`src/rtl/eth_rx_word_packer_if.sv`:
```
// Byte-stream input and packed-word output handshakes of eth_rx_word_packer.
// slave is the packer's view; master is the neighbouring logic's view.
interface eth_rx_word_packer_if;
    logic [31:0] s_axis_tdata;
    logic [1:0]  s_axis_byte_count;
    logic        s_axis_tvalid;
    logic        s_axis_tuser;
    logic        s_axis_tlast;
    logic        s_axis_tready;
    logic [31:0] m_udma_data_o;
    logic        m_udma_valid_o;
    logic        m_udma_ready_i;

    modport slave (
        input  s_axis_tdata, s_axis_byte_count, s_axis_tvalid, s_axis_tuser, s_axis_tlast,
        input  m_udma_ready_i,
        output s_axis_tready, m_udma_data_o, m_udma_valid_o
    );

    modport master (
        output s_axis_tdata, s_axis_byte_count, s_axis_tvalid, s_axis_tuser, s_axis_tlast,
        output m_udma_ready_i,
        input  s_axis_tready, m_udma_data_o, m_udma_valid_o
    );
endinterface

```
`src/rtl/eth_rx_word_packer.sv`:
```
// Repacks 1..4-byte RX beats into dense little-endian 32-bit uDMA words with per-frame status.
// Optional frame counters (cnt_clr_i, frames_ok_o, frames_err_o) under ETH_RX_PACK_STATS_EN.
module eth_rx_word_packer #(
    parameter int unsigned MAX_FRAME_BYTES = 1536,
    parameter int unsigned LEN_W           = 16
) (
    input  logic                 clk_i,
    input  logic                 rst_i,
    eth_rx_word_packer_if.slave  bus,
    output logic                 frame_done_o,
    output logic [LEN_W-1:0]     frame_len_o,
    output logic                 frame_err_o
`ifdef ETH_RX_PACK_STATS_EN
    ,
    input  logic                 cnt_clr_i,
    output logic [15:0]          frames_ok_o,
    output logic [15:0]          frames_err_o
`endif
);

    typedef enum logic [1:0] {StRun, StFlush, StDrop} state_e;

    state_e             r_state, w_state_nxt;
    logic [23:0]        r_res_data, w_res_data_nxt;
    logic [1:0]         r_res_cnt, w_res_cnt_nxt;
    logic [LEN_W-1:0]   r_len, w_len_nxt;
    logic               r_err, w_err_nxt;
    logic [31:0]        r_out_data;
    logic               r_out_valid;
    logic               r_rdy_en;
    logic               r_done;
    logic [LEN_W-1:0]   r_flen;
    logic               r_ferr;

    logic               w_out_free;
    logic               w_tready;
    logic               w_acc;
    logic [2:0]         w_n;
    logic [2:0]         w_total;
    logic [31:0]        w_in_masked;
    logic [55:0]        w_comb;
    logic [LEN_W:0]     w_len_sum;
    logic               w_over;
    logic               w_load;
    logic [31:0]        w_load_data;
    logic               w_done;
    logic [LEN_W-1:0]   w_done_len;
    logic               w_done_err;

    assign w_out_free = !r_out_valid || bus.m_udma_ready_i;
    assign w_n        = {1'b0, bus.s_axis_byte_count} + 3'd1;
    assign w_total    = {1'b0, r_res_cnt} + w_n;
    assign w_len_sum  = {1'b0, r_len} + {{(LEN_W-2){1'b0}}, w_n};
    assign w_over     = w_len_sum > (LEN_W+1)'(MAX_FRAME_BYTES);

    always_comb begin
        for (int i = 0; i < 4; i++) begin
            w_in_masked[8*i +: 8] = (i < int'(w_n)) ? bus.s_axis_tdata[8*i +: 8] : 8'h00;
        end
    end

    // Residual bytes sit in the low lanes; new bytes land directly above them.
    assign w_comb = ({24'h0, w_in_masked} << {r_res_cnt, 3'b000}) | {32'h0, r_res_data};

    always_comb begin
        unique case (r_state)
            StRun:   w_tready = r_rdy_en && w_out_free;
            StDrop:  w_tready = r_rdy_en;
            default: w_tready = 1'b0;
        endcase
    end
    assign w_acc = bus.s_axis_tvalid && w_tready;

    always_comb begin
        w_state_nxt    = r_state;
        w_res_data_nxt = r_res_data;
        w_res_cnt_nxt  = r_res_cnt;
        w_len_nxt      = r_len;
        w_err_nxt      = r_err;
        w_load         = 1'b0;
        w_load_data    = 32'h0;
        w_done         = 1'b0;
        w_done_len     = r_len;
        w_done_err     = r_err;
        unique case (r_state)
            StRun: begin
                if (w_acc && w_over) begin
                    w_err_nxt = 1'b1;
                    if (!bus.s_axis_tlast) begin
                        w_state_nxt = StDrop;
                    end else if (r_res_cnt != 2'd0) begin
                        w_state_nxt = StFlush;
                    end else begin
                        w_done     = 1'b1;
                        w_done_err = 1'b1;
                        w_len_nxt  = '0;
                        w_err_nxt  = 1'b0;
                    end
                end else if (w_acc) begin
                    w_len_nxt = w_len_sum[LEN_W-1:0];
                    w_err_nxt = r_err || bus.s_axis_tuser;
                    if (w_total >= 3'd4) begin
                        w_load         = 1'b1;
                        w_load_data    = w_comb[31:0];
                        w_res_data_nxt = w_comb[55:32];
                        w_res_cnt_nxt  = w_total[1:0];
                    end else if (bus.s_axis_tlast) begin
                        w_load         = 1'b1;
                        w_load_data    = w_comb[31:0];
                        w_res_data_nxt = 24'h0;
                        w_res_cnt_nxt  = 2'd0;
                    end else begin
                        w_res_data_nxt = w_comb[23:0];
                        w_res_cnt_nxt  = w_total[1:0];
                    end
                    if (bus.s_axis_tlast) begin
                        if (w_total > 3'd4) begin
                            w_state_nxt = StFlush;
                        end else begin
                            w_done     = 1'b1;
                            w_done_len = w_len_sum[LEN_W-1:0];
                            w_done_err = w_err_nxt;
                            w_len_nxt  = '0;
                            w_err_nxt  = 1'b0;
                        end
                    end
                end
            end
            StDrop: begin
                if (w_acc && bus.s_axis_tlast) begin
                    if (r_res_cnt != 2'd0) begin
                        w_state_nxt = StFlush;
                    end else begin
                        w_state_nxt = StRun;
                        w_done      = 1'b1;
                        w_done_err  = 1'b1;
                        w_len_nxt   = '0;
                        w_err_nxt   = 1'b0;
                    end
                end
            end
            default: begin
                if (w_out_free) begin
                    w_load         = 1'b1;
                    w_load_data    = {8'h0, r_res_data};
                    w_res_data_nxt = 24'h0;
                    w_res_cnt_nxt  = 2'd0;
                    w_state_nxt    = StRun;
                    w_done         = 1'b1;
                    w_len_nxt      = '0;
                    w_err_nxt      = 1'b0;
                end
            end
        endcase
    end

    always_ff @(posedge clk_i or posedge rst_i) begin
        if (rst_i) begin
            r_state     <= StRun;
            r_res_data  <= 24'h0;
            r_res_cnt   <= 2'd0;
            r_len       <= '0;
            r_err       <= 1'b0;
            r_out_data  <= 32'h0;
            r_out_valid <= 1'b0;
            r_rdy_en    <= 1'b0;
            r_done      <= 1'b0;
            r_flen      <= '0;
            r_ferr      <= 1'b0;
        end else begin
            r_state    <= w_state_nxt;
            r_res_data <= w_res_data_nxt;
            r_res_cnt  <= w_res_cnt_nxt;
            r_len      <= w_len_nxt;
            r_err      <= w_err_nxt;
            r_rdy_en   <= 1'b1;
            r_done     <= w_done;
            if (w_load) begin
                r_out_data  <= w_load_data;
                r_out_valid <= 1'b1;
            end else if (bus.m_udma_ready_i) begin
                r_out_valid <= 1'b0;
            end
            if (w_done) begin
                r_flen <= w_done_len;
                r_ferr <= w_done_err;
            end
        end
    end

    assign bus.s_axis_tready  = w_tready;
    assign bus.m_udma_data_o  = r_out_data;
    assign bus.m_udma_valid_o = r_out_valid;
    assign frame_done_o       = r_done;
    assign frame_len_o        = r_flen;
    assign frame_err_o        = r_ferr;

`ifdef ETH_RX_PACK_STATS_EN
    logic [15:0] r_frames_ok;
    logic [15:0] r_frames_err;

    // Clear has priority over a same-cycle increment; both counters saturate.
    always_ff @(posedge clk_i or posedge rst_i) begin
        if (rst_i) begin
            r_frames_ok  <= 16'h0;
            r_frames_err <= 16'h0;
        end else if (cnt_clr_i) begin
            r_frames_ok  <= 16'h0;
            r_frames_err <= 16'h0;
        end else if (r_done) begin
            if (r_ferr && r_frames_err != 16'hFFFF) begin
                r_frames_err <= r_frames_err + 16'd1;
            end else if (!r_ferr && r_frames_ok != 16'hFFFF) begin
                r_frames_ok <= r_frames_ok + 16'd1;
            end
        end
    end

    assign frames_ok_o  = r_frames_ok;
    assign frames_err_o = r_frames_err;
`endif

endmodule

```
`src/flat_wrapper.sv`:
```
// flat-port wrapper written by rule: the top's interface ports become plain ports
module eth_rx_word_packer_flat 
#(
    parameter int unsigned MAX_FRAME_BYTES = 1536,
    parameter int unsigned LEN_W           = 16
)
  (clk_i, rst_i, frame_done_o, frame_len_o, frame_err_o, bus_s_axis_tdata, bus_s_axis_byte_count, bus_s_axis_tvalid, bus_s_axis_tuser, bus_s_axis_tlast, bus_m_udma_ready_i, bus_s_axis_tready, bus_m_udma_data_o, bus_m_udma_valid_o);
  eth_rx_word_packer_if bus_i ();
  input  logic clk_i;
  input  logic rst_i;
  output logic frame_done_o;
  output logic [LEN_W-1:0] frame_len_o;
  output logic frame_err_o;
  input wire logic [$bits(bus_i.s_axis_tdata)-1:0] bus_s_axis_tdata;
  input wire logic [$bits(bus_i.s_axis_byte_count)-1:0] bus_s_axis_byte_count;
  input wire logic [$bits(bus_i.s_axis_tvalid)-1:0] bus_s_axis_tvalid;
  input wire logic [$bits(bus_i.s_axis_tuser)-1:0] bus_s_axis_tuser;
  input wire logic [$bits(bus_i.s_axis_tlast)-1:0] bus_s_axis_tlast;
  input wire logic [$bits(bus_i.m_udma_ready_i)-1:0] bus_m_udma_ready_i;
  output wire logic [$bits(bus_i.s_axis_tready)-1:0] bus_s_axis_tready;
  output wire logic [$bits(bus_i.m_udma_data_o)-1:0] bus_m_udma_data_o;
  output wire logic [$bits(bus_i.m_udma_valid_o)-1:0] bus_m_udma_valid_o;
  assign bus_i.s_axis_tdata = bus_s_axis_tdata;
  assign bus_i.s_axis_byte_count = bus_s_axis_byte_count;
  assign bus_i.s_axis_tvalid = bus_s_axis_tvalid;
  assign bus_i.s_axis_tuser = bus_s_axis_tuser;
  assign bus_i.s_axis_tlast = bus_s_axis_tlast;
  assign bus_i.m_udma_ready_i = bus_m_udma_ready_i;
  assign bus_s_axis_tready = bus_i.s_axis_tready;
  assign bus_m_udma_data_o = bus_i.m_udma_data_o;
  assign bus_m_udma_valid_o = bus_i.m_udma_valid_o;
  eth_rx_word_packer #(.MAX_FRAME_BYTES(MAX_FRAME_BYTES), .LEN_W(LEN_W)) u_core (.clk_i(clk_i), .rst_i(rst_i), .bus(bus_i), .frame_done_o(frame_done_o), .frame_len_o(frame_len_o), .frame_err_o(frame_err_o));
endmodule
```
`config.mk`:
```
export PLATFORM = sky130hd
export DESIGN_NAME = eth_rx_word_packer_flat
export DESIGN_NICKNAME = d
export VERILOG_FILES = /design/src/rtl/eth_rx_word_packer_if.sv /design/src/rtl/eth_rx_word_packer.sv /design/src/flat_wrapper.sv
export SDC_FILE = /design/constraint.sdc
export NUM_CORES = 1
export LEC_CHECK = 0
export CORE_MARGIN = 2
export CORE_UTILIZATION = 50
export CTS_CLUSTER_DIAMETER = 120
export DETAILED_ROUTE_END_ITERATION = 10
export PLACE_DENSITY = 0.75
export REMOVE_ABC_BUFFERS = 1
export SLEW_MARGIN = 20
export SYNTH_ARGS = -nofsm -noshare
export SYNTH_HDL_FRONTEND = slang
export SYNTH_SLANG_ARGS = --single-unit
```
`constraint.sdc`:
```
create_clock -name clk_i -period 4.4 [get_ports clk_i]
set_input_delay 0.44 -clock clk_i [delete_from_list [all_inputs] [get_ports clk_i]]
set_output_delay 0.44 -clock clk_i [all_outputs]
set_load 0.005 [all_outputs]
```
### After elaboration in Yosys (flattened, before gate mapping)

Index checks and enable logic that the tools add are counted.

* register bits: 97
* bits in latches: 0
* RAM bits: 0
* memory bits (read-only): 0
* bits of input ports: 40
* output and inout bits: 52
* word-level logic and storage cells: 130
* memories kept: 0

* $add $sub $neg: 3
* $mul: 0
* divide/modulo/power cells: 0
* $lt $le $gt $ge: 7
* equal/unequal tests: 10
* shift-type cells: 1
* muxes and demuxes: 80
* bitwise logic cells: 2
* reductions and logical operators: 16

Operators by type and width (number)
* $mux W16: 13
* $mux W24: 6
* $mux W32: 4
* $pmux W32 S2: 1
* $or A56 B24 Y56: 1
* $shl A32 B5 Y56: 1
* $pmux W24 S2: 1
* $mux W8: 4
* $pmux W16 S2: 1
* $mux W1: 31
* $mux W2: 12
* $add A16 B3 Y17: 1
* $gt A17 B11 Y1 const B: 1
* $reduce_and A4 Y1: 3
* $pmux W1 S2: 5
* $pmux W2 S2: 2
* $lt A1 B3 Y1 const A: 2
* $lt A2 B3 Y1 const A: 2
* $ne A3 B1 Y1 const B: 2
* $reduce_and A6 Y1: 1
* $reduce_bool A2 Y1: 3
* $logic_and A1 B1 Y1: 4
* $ne A2 B1 Y1 const B: 2
* $ne A2 B2 Y1 const B: 2
* 13 further kinds: 14

### Longest topological paths before layout

* word-level depth: 10
* mapped depth: 15

### Least setup slack after synthesis

No wires, ideal clock.

* kind: input to register
* start point: input port bus_s_axis_byte_count[0]
* end point: register u_core.r_flen[12] (netlist: u_core.frame_len_o[12])
* arrival: 3.347 ns
* data required time: 4.273 ns
* path slack: 0.926 ns
* cell stages on the path: 13
* path buffers: 2
* cell sequence: inv_1 > ha_1 > fa_1 > clkbuf_1 > a31o_1 > buf_4 > a21o_1 > a32oi_1 > a21oi_2 > nor4_4 > nor2_4 > clkinv_4 > mux2_1

* word-level cells in the longest chain between the ends: 8

Ends and longest elaborated chain
* start: declaration: line flat_wrapper.sv:15 `input wire logic [$bits(bus_i.s_axis_byte_count)-1:0] bus_s_axis_byte_count;`
* $add A2 B1 Y3 *: line eth_rx_word_packer.sv:51 `assign w_n = {1'b0, bus.s_axis_byte_count} + 3'd1;`
* branches (longest 5 deep; another with $add A16 B3 Y17)
* $mux W1 *: line eth_rx_word_packer.sv:87 `if (w_acc && w_over) begin`
* $pmux W1 S2 *: line eth_rx_word_packer.sv:85 `unique case (r_state)`
* net u_core.w_done: line eth_rx_word_packer.sv:46 `logic w_done;`
* end signal: assignment: line eth_rx_word_packer.sv:185 `r_flen <= w_done_len;`
* end: declaration: line eth_rx_word_packer.sv:32 `logic [LEN_W-1:0] r_flen;`

Mark *: on every way through the listed nets, which the timed path passes.
A chain may end at the register's enable or synchronous reset.

### Worst setup path in the final report

* start point: input port bus_s_axis_byte_count[1]
* end point: register u_core.r_res_data[22]

* word-level cells in the longest chain between the ends: 10

Ends and longest elaborated chain
* $add A2 B1 Y3 *: line eth_rx_word_packer.sv:51
* branches (longest 9 deep; another with $add A16 B3 Y17)
* end signal: assignment: line eth_rx_word_packer.sv:172 `r_res_data <= w_res_data_nxt;`
* end: declaration: line eth_rx_word_packer.sv:24 `logic [23:0] r_res_data, w_res_data_nxt;`

Every way passes the cells marked *. The select of a mux whose other input is x is not followed.

==> results.toml <==
[power]
p_int_mw = 2.441
pwr-share-comb_pct = 46.9
seqPwrFrac_pct = 33.3
swShare_pct = 39.19
power_density_nw_per_um2 = 554.9
p_sw_mw = 1.573
clkPwrFrac_pct = 19.8
leakage_nw = 3.131
finalPower_mw = 4.015
vdd_drop_max_uv = 290.2

[placed_design]
place_hpwl_um = 13650
place_congestion = 0.9939
port_buffers = 91
dp_slack_ns = 0.1344

[global_routing]
first_global_vias = 5824
grt_remaining_overflow = 0
grt_util_all_layers_pct = 30.42
grt_max_degree = 72
grt_pass1_wl_um = 30470
antenna_found_initial = 0

[layout]
regArea_um2 = 2427
final_common_cell = "dfrtp_1"
final_nets = 779
n_antenna_cell = 0
drive_gt1_share_pct = 8.299
syn_to_final_growth_pct = 23.57
most-common-layout-cells = "dfrtp_1 (97), clkdlybuf4s50_1 (91), nand2_1 (69), nor2_1 (47), o21ai_0 (43)"
multiInputGateArea_um2 = 3154
num-fill-cells = 1004
finish.utilization_pct = 63.36

[critical_path]
critPathLaunch = "bus_s_axis_byte_count[1]"
ff2ff_path_depth = 11
worstReg2RegStart = "u_core.r_len[0]"
max_stage_delay_ns = 0.51
path_buf_inv = 4
critPathRequiredTime_ns = 4.66
critPathCaptureType = "register"
cp_slowest_cell = "clkdlybuf4s50_1"
path_depth = 13
cp-start-kind = "primary input"
crit_fanout = 13
crit_end = "u_core.r_res_data[22]"
r2r-end = "u_core.r_res_data[22]"
worstSetupPathType = "in -> reg"
worstPathCellList = "clkdlybuf4s50_1, inv_1, ha_1, ha_1, a21oi_1, o21a_1, a311o_1, a221oi_2, a21o_2, buf_4, buf_4, nand3_1, o2bb2ai_1"
critical_path.top_delay_family = "compound AO/OA/AOI/OAI gates"
crit_arrival_ns = 4.20
r2r_slack_ns = 0.87

[drt]
drt-met1-wl_um = 7777
wire_per_inst_um = 21.67
drtAntennaViolNets = 0
drc = 0
via_per_inst = 6.677
route.top_layer_used = "met4"
wl_met2_um = 9199
wl_met3_um = 1379
drt_wl_total_um = 19030
first_pass_iters = 5
drt_first_iter_violations = 527
routed-via-count = 5862

[worst_hold_path]
hold-path-cell-count = 2
hold_class = "reg -> reg"

[timing]
setup_viol = 0
finClkSkew_ns = 0.006033
setup_ws_ns = 0.4569
drv_slew = 0
hold_violations = 0
tns_ns = 0
grt_setup_unrepaired = "no"
fin_crit_sh_pct = 89.62
min_period_ns = 3.943
max_freq_ghz = 0.2536
worstMarginPinSlew_ns = 1.123
worst_slew_margin_rel_pct = 24.99

[die]
fp.coreArea_um2 = 11420
num_rows = 39
die_area_um2 = 12590
die_x_um = 112.2
die_y_um = 112.2
ios = 92
initial_core_util_pct = 51.27

[job]
cap_viol_max_count = 0

[logic_synthesis]
synth_ff_type = "dfrtp_1"
synthTopCellsByArea = "dfrtp_1 (41%), a22oi_1 (4.6%), nand2_1 (4.4%), o21ai_0 (3.7%), nand3_1 (3.5%)"
ys_seq_area_share_pct = 41.46
async_flop_share_pct = 100.0
yosysUniqueCellTypes = 78
ys_warn_count = 0
synth_top_area_share_pct = 41.46
synth_top_family_by_area = "compound AO/OA/AOI/OAI gates"
synthMuxAreaShare_pct = 2.201
syn_avg_cell_area_um2 = 8.979
synthXorXnorAreaFrac_pct = 1.154
synth_compound_area_share_pct = 28.83
synth_area_um2 = 5854
synthCells = 652
synth_edf_count = 0
ys_ff_latch = 97
synth_fa_ha_area_share_pct = 2.180
synth_area_leader_cell = "dfrtp_1"
synthSimpleGateAreaFrac_pct = 19.15

[clock_network]
clk_path_buf_depth = 2
cts_max_level = 3
clk_latency_ns = 0.35
cts_tree = "built"
clkSinkCount = 97
hold_buffers = 0
ctsResizeCount = 0
cts_root_buf = "clkbuf_16"
path_clk_slew_ns = 0.07
numCtsBuffers = 9
cts_setup_buffers = 0

[run_status]
status = "completed"
==> kinds of logic after synthesis <==
| family | after synthesis |
|---|---|
| xor gates and xnor gates | 6 |
| other | 1 |
| adders and majority gates | 9 |
| AOI/OAI and AO/OA | 235 |
| and+or+nand+nor | 228 |
| muxes | 12 |
| DFF | 97 |
| buffers and inverters | 64 |
==> worst min path at each step <==
stage / startpoint / endpoint / slack, ns
after global routing: u_core.bus.m_udma_data_o[1] / u_core.bus.m_udma_data_o[1] / 0.50
after CTS: u_core.bus.m_udma_data_o[1] / u_core.bus.m_udma_data_o[1] / 0.48
final: u_core.bus.m_udma_data_o[9] / u_core.bus.m_udma_data_o[9] / 0.48
after detailed placement: u_core.bus.m_udma_data_o[4] / u_core.bus.m_udma_data_o[4] / 0.47
after global placement: u_core.bus.m_udma_data_o[10] / u_core.bus.m_udma_data_o[10] / 0.46
after floorplan: u_core.r_res_data[16] / u_core.bus.m_udma_data_o[16] / 0.47
==> power by group through the flow <==
stage               Clock (mW)  Combinational [mW]  Sequential, mW
finish                   0.795                1.88            1.34
global route             0.855                2.04            1.37
CTS                      0.813                1.87            1.33
detailed placement           0                1.86            1.35
global placement             0                1.84            1.34
floorplan                    0               0.988            1.36
==> synth_stat cells, drive strengths merged (3+ instances only) <==
cell,n
a211o,15
a21o,8
a21oi,25
a221oi,3
a22o,19
a22oi,36
a2bb2oi,5
a31oi,14
a32o,10
and2,8
and3,8
buf,18
clkbuf,29
dfrtp,97
ha,7
inv,15
mux2,7
mux2i,5
nand2,70
nand2b,4
nand3,41
nand4,15
nand4b,3
nor2,49
nor2b,3
nor3,13
nor4,4
o211ai,4
o21ai,53
o22ai,10
o2bb2ai,8
o31ai,4
or3,3
xnor2,4
==> worst reg2reg max path, stage by stage, from the launching register on <==
cell and delay [ns]:
dfrtp_1 0.42, ha_1 0.24, fa_1 0.51, or2_2 0.32, a221oi_1 0.21, nand4b_1 0.20, a221oi_2 0.27, a21o_2 0.34
buf_4 0.20, buf_4 0.18, nand3_1 0.28, o2bb2ai_1 0.28
==> state kept, by name, summed over array words and instances (netlist names) <==
name,cells
u_core.r_err,1
u_core.bus.m_udma_data_o,32
u_core.frame_len_o,16
u_core.r_state,2
u_core.r_res_cnt,2
u_core.frame_err_o,1
u_core.r_len,16
u_core.frame_done_o,1
u_core.r_res_data,24
u_core.r_rdy_en,1
u_core.bus.m_udma_valid_o,1
==> final cells by class <==
cell class,count,area share [%]
Sequential cell,97,33.55
Clock buffer,10,3.165
Tap cell,143,2.473
Inverter,17,0.9858
Multi-Input combinational cell,491,43.60
Clock inverter,6,0.8993
Timing Repair Buffer,114,15.32
==> stage by stage <==
step | std cells | cell area, µm² | hold WS [ns]
finish | 878 | 7234 | 0.4793
floorplan | 605 | 5633 | 0.4728
CTS | 878 | 7232 | 0.4847
global placement | 862 | 6938 | 0.4638
global route | 878 | 7234 | 0.4996
detailed placement | 862 | 6938 | 0.4696
==> per-layer routing <==
metal  up-vias  global-route usage [%]
li1       2626                       -
met1      2848                   38.82
met2       339                   50.64
met3        49                   4.752
met4         0                   14.96
met5         -                       0
No activity file was read; power rests on OpenSTA's default activity.
